File: config.mk
export PLATFORM = sky130hd
export DESIGN_NAME = debounce_pulse
export DESIGN_NICKNAME = d
export VERILOG_FILES = /design/src/rtl/debounce_pkg.sv /design/src/rtl/sync_2ff.sv /design/src/rtl/debounce_pulse.sv
export SDC_FILE = /design/constraint.sdc
export NUM_CORES = 1
export LEC_CHECK = 0
export CAP_MARGIN = 20
export CORE_ASPECT_RATIO = 1.5
export CORE_MARGIN = 5
export CORE_UTILIZATION = 55
export DETAILED_ROUTE_END_ITERATION = 10
export DONT_BUFFER_PORTS = 1
export MAX_ROUTING_LAYER = met4
export PLACE_DENSITY = 0.73
export SKIP_CTS_REPAIR_TIMING = 1
export SLEW_MARGIN = 20
export SYNTH_ARGS = -nofsm -noshare
export SYNTH_HDL_FRONTEND = slang
export SYNTH_HIERARCHICAL = 1
export SYNTH_SLANG_ARGS = --single-unit
File: constraint.sdc
create_clock -name clk -period 2.2 [get_ports clk]
set_clock_uncertainty 0.05 [all_clocks]
set_input_delay 0.22 -clock clk [delete_from_list [all_inputs] [get_ports clk]]
set_output_delay 0.22 -clock clk [all_outputs]
set_load 0.01 [all_outputs]
File: src/rtl/debounce_pkg.sv
// Shared types and default constants for the push-button debouncer.
package debounce_pkg;

   // Debouncer FSM states. The accepted level is 1 in PRESSED and WAIT_RELEASE.
   typedef enum logic [1:0] {
      ST_IDLE         = 2'd0,
      ST_WAIT_PRESS   = 2'd1,
      ST_PRESSED      = 2'd2,
      ST_WAIT_RELEASE = 2'd3
   } state_t;

   // 10 ms of stability at 100 MHz, and a counter wide enough to hold it.
   localparam int unsigned STABLE_CYCLES_DEF = 1_000_000;
   localparam int unsigned CNT_W_DEF         = 20;

   // Debounced level implied by a state.
   function automatic logic state_level(input state_t s);
      return (s == ST_PRESSED) || (s == ST_WAIT_RELEASE);
   endfunction

endpackage

File: src/rtl/sync_2ff.sv
// Two-flop synchronizer bringing the raw button level into the clk domain.
module sync_2ff (
   input  logic clk,
   input  logic reset,
   input  logic d,
   output logic q
);

   logic meta_q;
   logic sync_q;

   // Double registering; the first flop may go metastable, the second settles it.
   always_ff @(posedge clk or negedge reset) begin
      if (!reset) begin
         meta_q <= 1'b0;
         sync_q <= 1'b0;
      end else begin
         meta_q <= d;
         sync_q <= meta_q;
      end
   end

   assign q = sync_q;

endmodule

File: src/rtl/debounce_pulse.sv
// Push-button debouncer: synchronizes btn_in, requires STABLE_CYCLES of a
// steady level before accepting it, and emits one-cycle press/release pulses
// plus a wrapping count of accepted presses.
module debounce_pulse
   import debounce_pkg::*;
#(
   parameter int unsigned STABLE_CYCLES = STABLE_CYCLES_DEF,
   parameter int unsigned CNT_W         = CNT_W_DEF
) (
   input  logic       clk,
   input  logic       reset,
   input  logic       btn_in,
   output logic       level_out,
   output logic       pulse_out,
   output logic       release_out,
   output logic [7:0] press_count
);

   // Terminal stability count: the level has held for STABLE_CYCLES edges.
   localparam logic [CNT_W-1:0] CNT_MAX = CNT_W'(STABLE_CYCLES - 1);

   logic             btn_s;
   state_t           state_q;
   logic [CNT_W-1:0] cnt_q;
   logic [CNT_W-1:0] cnt_d;
   logic             level_q;
   logic             pulse_q;
   logic             release_q;
   logic [7:0]       count_q;
   logic [7:0]       count_d;

   sync_2ff u_sync (
      .clk   (clk),
      .reset (reset),
      .d     (btn_in),
      .q     (btn_s)
   );

   // Incremented values; the press counter wraps naturally at 8 bits.
   assign cnt_d   = cnt_q + CNT_W'(1);
   assign count_d = count_q + 8'd1;

   // Debounce FSM with stability counter and registered outputs.
   always_ff @(posedge clk or negedge reset) begin
      if (!reset) begin
         state_q   <= ST_IDLE;
         cnt_q     <= '0;
         level_q   <= 1'b0;
         pulse_q   <= 1'b0;
         release_q <= 1'b0;
         count_q   <= '0;
      end else begin
         pulse_q   <= 1'b0;
         release_q <= 1'b0;
         case (state_q)
            ST_IDLE: begin
               cnt_q <= '0;
               if (btn_s) begin
                  state_q <= ST_WAIT_PRESS;
               end
            end
            ST_WAIT_PRESS: begin
               if (!btn_s) begin
                  // Bounce: level dropped before qualifying.
                  state_q <= ST_IDLE;
                  cnt_q   <= '0;
               end else if (cnt_q == CNT_MAX) begin
                  state_q <= ST_PRESSED;
                  cnt_q   <= '0;
                  level_q <= state_level(ST_PRESSED);
                  pulse_q <= 1'b1;
                  count_q <= count_d;
               end else begin
                  cnt_q <= cnt_d;
               end
            end
            ST_PRESSED: begin
               cnt_q <= '0;
               if (!btn_s) begin
                  state_q <= ST_WAIT_RELEASE;
               end
            end
            ST_WAIT_RELEASE: begin
               if (btn_s) begin
                  // Glitch low while held: stay pressed, no release.
                  state_q <= ST_PRESSED;
                  cnt_q   <= '0;
               end else if (cnt_q == CNT_MAX) begin
                  state_q   <= ST_IDLE;
                  cnt_q     <= '0;
                  level_q   <= state_level(ST_IDLE);
                  release_q <= 1'b1;
               end else begin
                  cnt_q <= cnt_d;
               end
            end
            default: begin
               state_q <= ST_IDLE;
               cnt_q   <= '0;
               level_q <= 1'b0;
            end
         endcase
      end
   end

   assign level_out   = level_q;
   assign pulse_out   = pulse_q;
   assign release_out = release_q;
   assign press_count = count_q;

endmodule

* Word level (Yosys, flattened, before mapping)
Cells that the tools add are included.
** Cells by class
- Reductions and logical operators :: 6
- Multiplexer cells :: 21
- Equal/unequal tests :: 12
- Add/sub/neg operators :: 2
** Operators with widths (number)
- $mux W20 :: 3
- $pmux W20 S3 :: 1
- $add A20 B1 Y20 const B :: 1
- $eq A20 B20 Y1 const B :: 1
- $mux W2 :: 6
- $mux W1 :: 9
- $add A8 B1 Y8 const B :: 1
- $ne A2 B2 Y1 const B :: 4
- $pmux W2 S4 :: 1
- $reduce_and A5 Y1 :: 1
- $eq A2 B2 Y1 const B :: 2
- $ne A2 B1 Y1 const B :: 2
- $reduce_and A4 Y1 :: 1
- $ne A3 B2 Y1 const B :: 1
- $ne A3 B3 Y1 const B :: 1
- $reduce_and A3 Y1 :: 1
- $eq A2 B1 Y1 const B :: 1
- $logic_not A2 Y1 :: 1
- $pmux W1 S2 :: 1
- $reduce_bool A2 Y1 :: 1
- $reduce_or A2 Y1 :: 1
** Storage, ports and cells
- Output and inout bits :: 11
- Input bits :: 3
- Logic and storage cells :: 49
- Register bits after elaboration :: 35

* Logic depth before layout (Yosys ltp)
Gate-level depths: netlist of the first run.
- Depth after elaboration :: 4
- Depth in mapped cells :: 8
- Depth with buffers taken out :: 6

* By module
Netlist of the first run, hierarchy kept.
** Modules (own cells, without submodules)
- debounce_pulse :: area each 1550.2 um2, sequential area each 825.8 um2, cells an instance 145, instances 1
- sync_2ff :: area each 50.0 um2, sequential area each 50.0 um2, cells an instance 2, instances 1

* Worst setup path before layout of the first run
No wires, ideal clock.
- Kind :: register to register
- From :: register cnt_q[0]
- To :: register (tool-made name)
- Arrival :: 1.918 ns
- Period minus slack after synthesis :: 2.093 ns
- Library setup time :: 0.125 ns
- Stages on the path, launching flop included :: 7
- Data required time :: 2.025 ns
- Setup slack :: 0.107 ns
- Path buffers :: 1
- Path through :: dfrtp_1 -> ha_1 -> nand4_2 -> or2_1 -> buf_6 -> or4_4 -> mux2_4
** RTL lines
- from (decl) :: RTL line debounce_pulse.sv:24 : logic [CNT_W-1:0] cnt_q;
- from (signal assigned) :: RTL line debounce_pulse.sv:74 : cnt_q <= cnt_d;
- from (signal assigned) :: RTL line debounce_pulse.sv:94 : cnt_q <= cnt_d;

==> results of run 1 <==
==> worst max-delay path, stage by stage, from the launching register on <==
cell	delay [ps]
dfrtp_1	390
ha_1	230
nand4_2	170
or2_4	300
or4_4	540
mux2_4	310
==> placed cells by master (no fill, tap or decap) <==
master and instances:
nor4b_1 2, nor4_4 1, buf_12 2, and3_1 3
nor3_1 4, or4_4 1, nand4_2 1, or4_2 1
nor2_1 27, inv_1 6, buf_4 3, bufinv_16 1
dlygate4sd3_1 2, nand2_1 6, xor2_1 9, nor4_1 1
and2_1 1, nand3b_1 3, a31oi_1 1, nand4_1 8
mux2_4 1, xnor2_1 17, clkbuf_8 6, or2_4 1
nor3b_1 1, and4_1 1, clkinv_2 1, a2bb2oi_1 1
nand3_1 9, mux2_2 1, dfrtp_1 35, ha_1 2
==> sequential cells by signal (all words and copies together), names as in the netlist, named ones only <==
signal and cells:
level_out 1, state_q 1, pulse_out 1, u_sync/q 1, u_sync/meta_q 1, cnt_q 20, release_out 1, press_count 8
==> routing by layer <==
metal / GRT usage [%] / vias to the layer above / wire length, µm
met1: 18.8 / 521 / 1180
li1: - / 518 / -
met2: 24.3 / 12 / 1450
met4: 5.24 / 0 / 29
met3: 4.89 / 4 / 73
met5: - / - / 0
==> power by group through the flow <==
stage | logic, µW | registers [µW] | clock network (µW)
after floorplan | 11.0 | 664 | 0
after global placement | 18.3 | 664 | 0
after detailed placement | 18.4 | 664 | 0
after CTS | 18.5 | 652 | 609
after global routing | 43.6 | 652 | 627
final | 37.3 | 652 | 584
==> final timing paths <==
check / endpoint / start / slack (ps) / cells after the start
min: u_sync/q / u_sync/meta_q / 300 / 0
max reg2reg: flip-flop / cnt_q[1] / 100 / 5
min reg2reg: u_sync/q / u_sync/meta_q / 300 / 0
max in group asynchronous: cnt_q[17] / reset / 1560 / 2
min in group asynchronous: cnt_q[12] / reset / 360 / 2
max: flip-flop / cnt_q[1] / 100 / 5
==> layout make-up <==
class	instances	area, µm²
sequential	35	876
fill	226	1020
inverter	6	22.5
clock inverter	2	35.0
tap	39	48.8
timing repair buffer	7	82.6
multi-input combinational	103	683
clock buffer	6	82.6
==> stage by stage <==
stage	util, %	setup slack (ps)	instance area [µm²]
floorplan	-	107	1600
global placement	58.6	102	1670
detailed placement	58.6	64.5	1670
CTS	62.7	50.0	1790
global route	64.2	16.8	1830
finish	64.2	104	1830
==> logic make-up after synthesis <==
family                     Yosys count
AOI/OAI and AO/OA                    2
xor gates and xnor gates            26
adders and majority gates            2
buffers and inverters                9
DFF                                 35
muxes                                2
and+or+nand+nor                     71
==> run metrics, run 1 <==
status finished clean; pwr dens 696 nW/µm²; sequential share of the synthesized area approximately 55%; CTS clk-pin slew, worst paths 70 ps; Hold Crit Class reg2reg; First-pass DRT Iterations 4; die width 54.0 µm; clock share of power 45.9%; xor-xnor portion of the synthesized cell area 14.2%; average cell area after synthesis 10.9 µm²; final-report max-slew violation count 0; post-synthesis mux area share 1.64%; Fin Hold WS 303 ps; Pint around 1000 µW; switch share 19.2%; final WL 2730 µm; ANT nets after route 0; layout cells sized above 1 12.6%; GPL Wtd Cong between 0.7 and 0.8; Die ar. 4110 µm²; Arr. time, crit path 2210 ps; Max Fclk approximately 480 MHz; EDFF count, synth 0; Root Driver clkbuf_8; synth unique cells 28; #FFs+latches synth 35; Vias 1,055; most used flip-flop cell after synthesis dfrtp_1; Post-synth top cells 35 x dfrtp_1, 27 x nor2_1, 17 x xnor2_1; sequential share of power approximately 50%; worst-case clock buffer depth 2; main combinational cell family by area after synthesis simple AND/OR/NAND/NOR gates; H-tree levels 2; DR vias/cell roughly 5.3; Pwr Total 1270 µW; Num CTS Buffers 5; core area 2850 µm²; Post-Place Cells 187; vias in the first global route 1,079; num rows 24; clock latency on the worst-skew pair around 280 ps; combinational share of power 2.9%; maximum VDD drop 0.614 mV; ant diodes 0; NetSw 245 µW; min cycle time layout between 2000 and 2500 ps; post-DP HPWL about 1800 µm; Crit Path Category reg2reg; Avg WL per Cell 13.8 µm; Rel. slew slack 76.6%; CP Launch Type flip-flop; Slew @ Worst Pin 346 ps; Synth Instances 147; Critical Path End Type flip-flop; Layout Cells excl Fill 198; Synth Area in Compound Gates 0.938%; largest net degree at the start of global routing 36; Synth Warn # 6; Synth area leaders dfrtp_1 55%, xnor2_1 9.3%, nor2_1 6.3%, xor2_1 4.9%, nand4_1 3.1%; Post-Synthesis Cell Area ~1600 µm²; Max Cap Viol 0; DRC violations left 0; final hold violations 0; leak pwr just under 0.0008 µW; clock sinks 35; top-count cell post-synth dfrtp_1; RSZ-0062 raised after global routing false; TNS Setup 0 ps; Worst Path Required 2320 ps; synthesized-area fraction occupied by adder cells ~1.6%; area leader, netlist dfrtp_1; die height 76.1 µm; CTS tree built; Final setup viols 0; first-pass GRT wire length 4750 µm; Post-Syn Nets 152; synthesis-to-layout area growth 14.4%; initial core utilization 56.1%; Final Net Count about 160; port buffer count 0; post-synth top area share 54.7%; GRT Total Usage 15.6%; Worst Path Max Fanout 5; initial antenna violation count 0; FFs w/ async S/R, synth 100%; DR iter-0 viols 18; gr ovfl total 0; Synth Area in Simple Gates ~24%; # IOs 14; part of the cycle the worst path needs 95.3%
Note: power is estimated with default switching activity, not from simulation.
==> run 2: changes to the inputs <==
CORE_UTILIZATION = 60   (was 55)
CTS_CLUSTER_SIZE = 28   (was unset)
PLACE_DENSITY = 0.76   (was 0.73)
clock period = 2.4 ns   (was 2.2 ns; I/O delays follow)
==> run 2 against run 1 <==
Net effect: utilization is 3.2 points higher; sequential share of layout area rose by 1.8 points; total power shrank 19%; combinational power fell by 21%; first-iteration DRC count rose by 33%; clock power decreased by 30%; cell count shrank 2.0%; largest cell class unchanged; largest power group unchanged.
==> run metrics, run 2 (same netlist as run 1, synthesis figures left out) <==
DR iter-0 viols 24; start point of the worst hold path u_sync/meta_q; CP Launch Type flip-flop; initial antenna violation count 0; Final setup viols 0; first-pass GRT wire length 5100 µm; part of the cycle the worst path needs 90.0%; pwr dens 586 nW/µm²; gr ovfl total 0; Critical Path End Type flip-flop; # IOs 14; GPL Wtd Cong 0.742; worst r2r src cnt_q[0]; ant diodes 0; synthesis-to-layout area growth 10.2%; max reg flops 20; Slew @ Worst Pin 524 ps; Vias between 1,000 and 1,500; clock latency on the worst-skew pair slightly below 300 ps; TNS Setup 0 ps; CTS tree built; Hold Crit Class reg2reg; GRT Total Usage 18.9%; min cycle time layout 2160 ps; Max Cap Viol 0; Reg2Reg Depth 5; Multi-input gate area 681 µm²; num rows 23; H-tree levels 2; die width 52.2 µm; layout cells sized above 1 10.8%; Fin Hold WS a little over 300 ps; final-report max-slew violation count 0; Max Fclk around 460 MHz; final hold violations 0; Worst Path Required 2530 ps; final WL 2810 µm; Util after Layout 67.4%; initial core utilization 61.1%; ANT nets after route 0; fillcell total 198; maximum VDD drop 0.379 mV; clock sinks 35; Pwr Total 1030 µW; vias in the first global route 1,116; post-DP HPWL 1940 µm; Reg area 876 µm²; reg-to-reg setup timing slack 240 ps; DR vias/cell approximately 5.5; core area roughly 2600 µm²; Num CTS Buffers 5; commonest non-fill, non-tap cells in the layout 35 x dfrtp_1, 27 x nor2_1, 17 x xnor2_1; hold path cells 0; DRC violations left 0; leak pwr 0.000755 µW; Root Driver clkbuf_8; Arr. time, crit path approximately 2300 ps; CTS clk-pin slew, worst paths 70 ps; most flop-heavy register cnt_q; worst-case clock buffer depth 2; Worst Path Max Fanout 5; port buffer count 0; RSZ-0062 raised after global routing false; Avg WL per Cell around 14 µm; largest net degree at the start of global routing 36; Rel. slew slack 64.8%; commonest non-fill, non-tap cell in the layout dfrtp_1; Crit Path Category reg2reg; status finished clean; hold endpoint u_sync/q; Die ar. between 3000 and 4000 µm²; First-pass DRT Iterations 4; Final Net Count 161; die height 73.3 µm
[run 2: critical path, stage by stage (launching register included)]
cell,delay [ps]
dfrtp_1,410
ha_1,240
nand4_2,170
or2_1,320
or4_4,560
mux2_4,310
[run 2: layout make-up]
type / instances / area share (%)
Clock buffer: 5 / 3.90
Sequential cell: 35 / 49.6
Multi-Input combinational cell: 103 / 38.6
Clock inverter: 3 / 0.851
Tap cell: 37 / 2.62
Inverter: 6 / 1.28
Timing Repair Buffer: 5 / 3.12
[run 2: worst max path at each step]
stage | startpoint | to | slack [ps] | cells after the start
CTS | cnt_q[0] | press_count[1] | 140 | 5
floorplan | cnt_q[0] | flip-flop | 310 | 6
global route | cnt_q[0] | cnt_q[2] | 90 | 7
finish | cnt_q[0] | flip-flop | 240 | 5
detailed placement | cnt_q[0] | press_count[1] | 140 | 5
global placement | cnt_q[0] | press_count[1] | 230 | 5
[run 2: where the power goes]
| part | switching (µW) | total (µW) | internal (µW) |
|---|---|---|---|
| clock | 208 | 407 | 198 |
| sequential | 4.41 | 598 | 594 |
| combinational | 19.8 | 29.5 | 9.73 |
| total | 233 | 1030 | 802 |
[run 2: stage by stage]
| step | cell area [µm²] | std cells | worst slack, ps |
|---|---|---|---|
| final | 1760 | 194 | 239 |
| after global routing | 1760 | 194 | 90.4 |
| after CTS | 1720 | 191 | 140 |
| after detailed placement | 1640 | 183 | 144 |
| after global placement | 1640 | 183 | 234 |
| after floorplan | 1600 | 147 | 307 |
[run 2: routing by layer]
layer	track usage (%)	vias up	share of wire, %
li1	-	514	-
met1	21.9	519	40
met2	29.0	23	52
met3	7.10	6	5.8
met4	8.52	0	2.3
met5	-	-	0
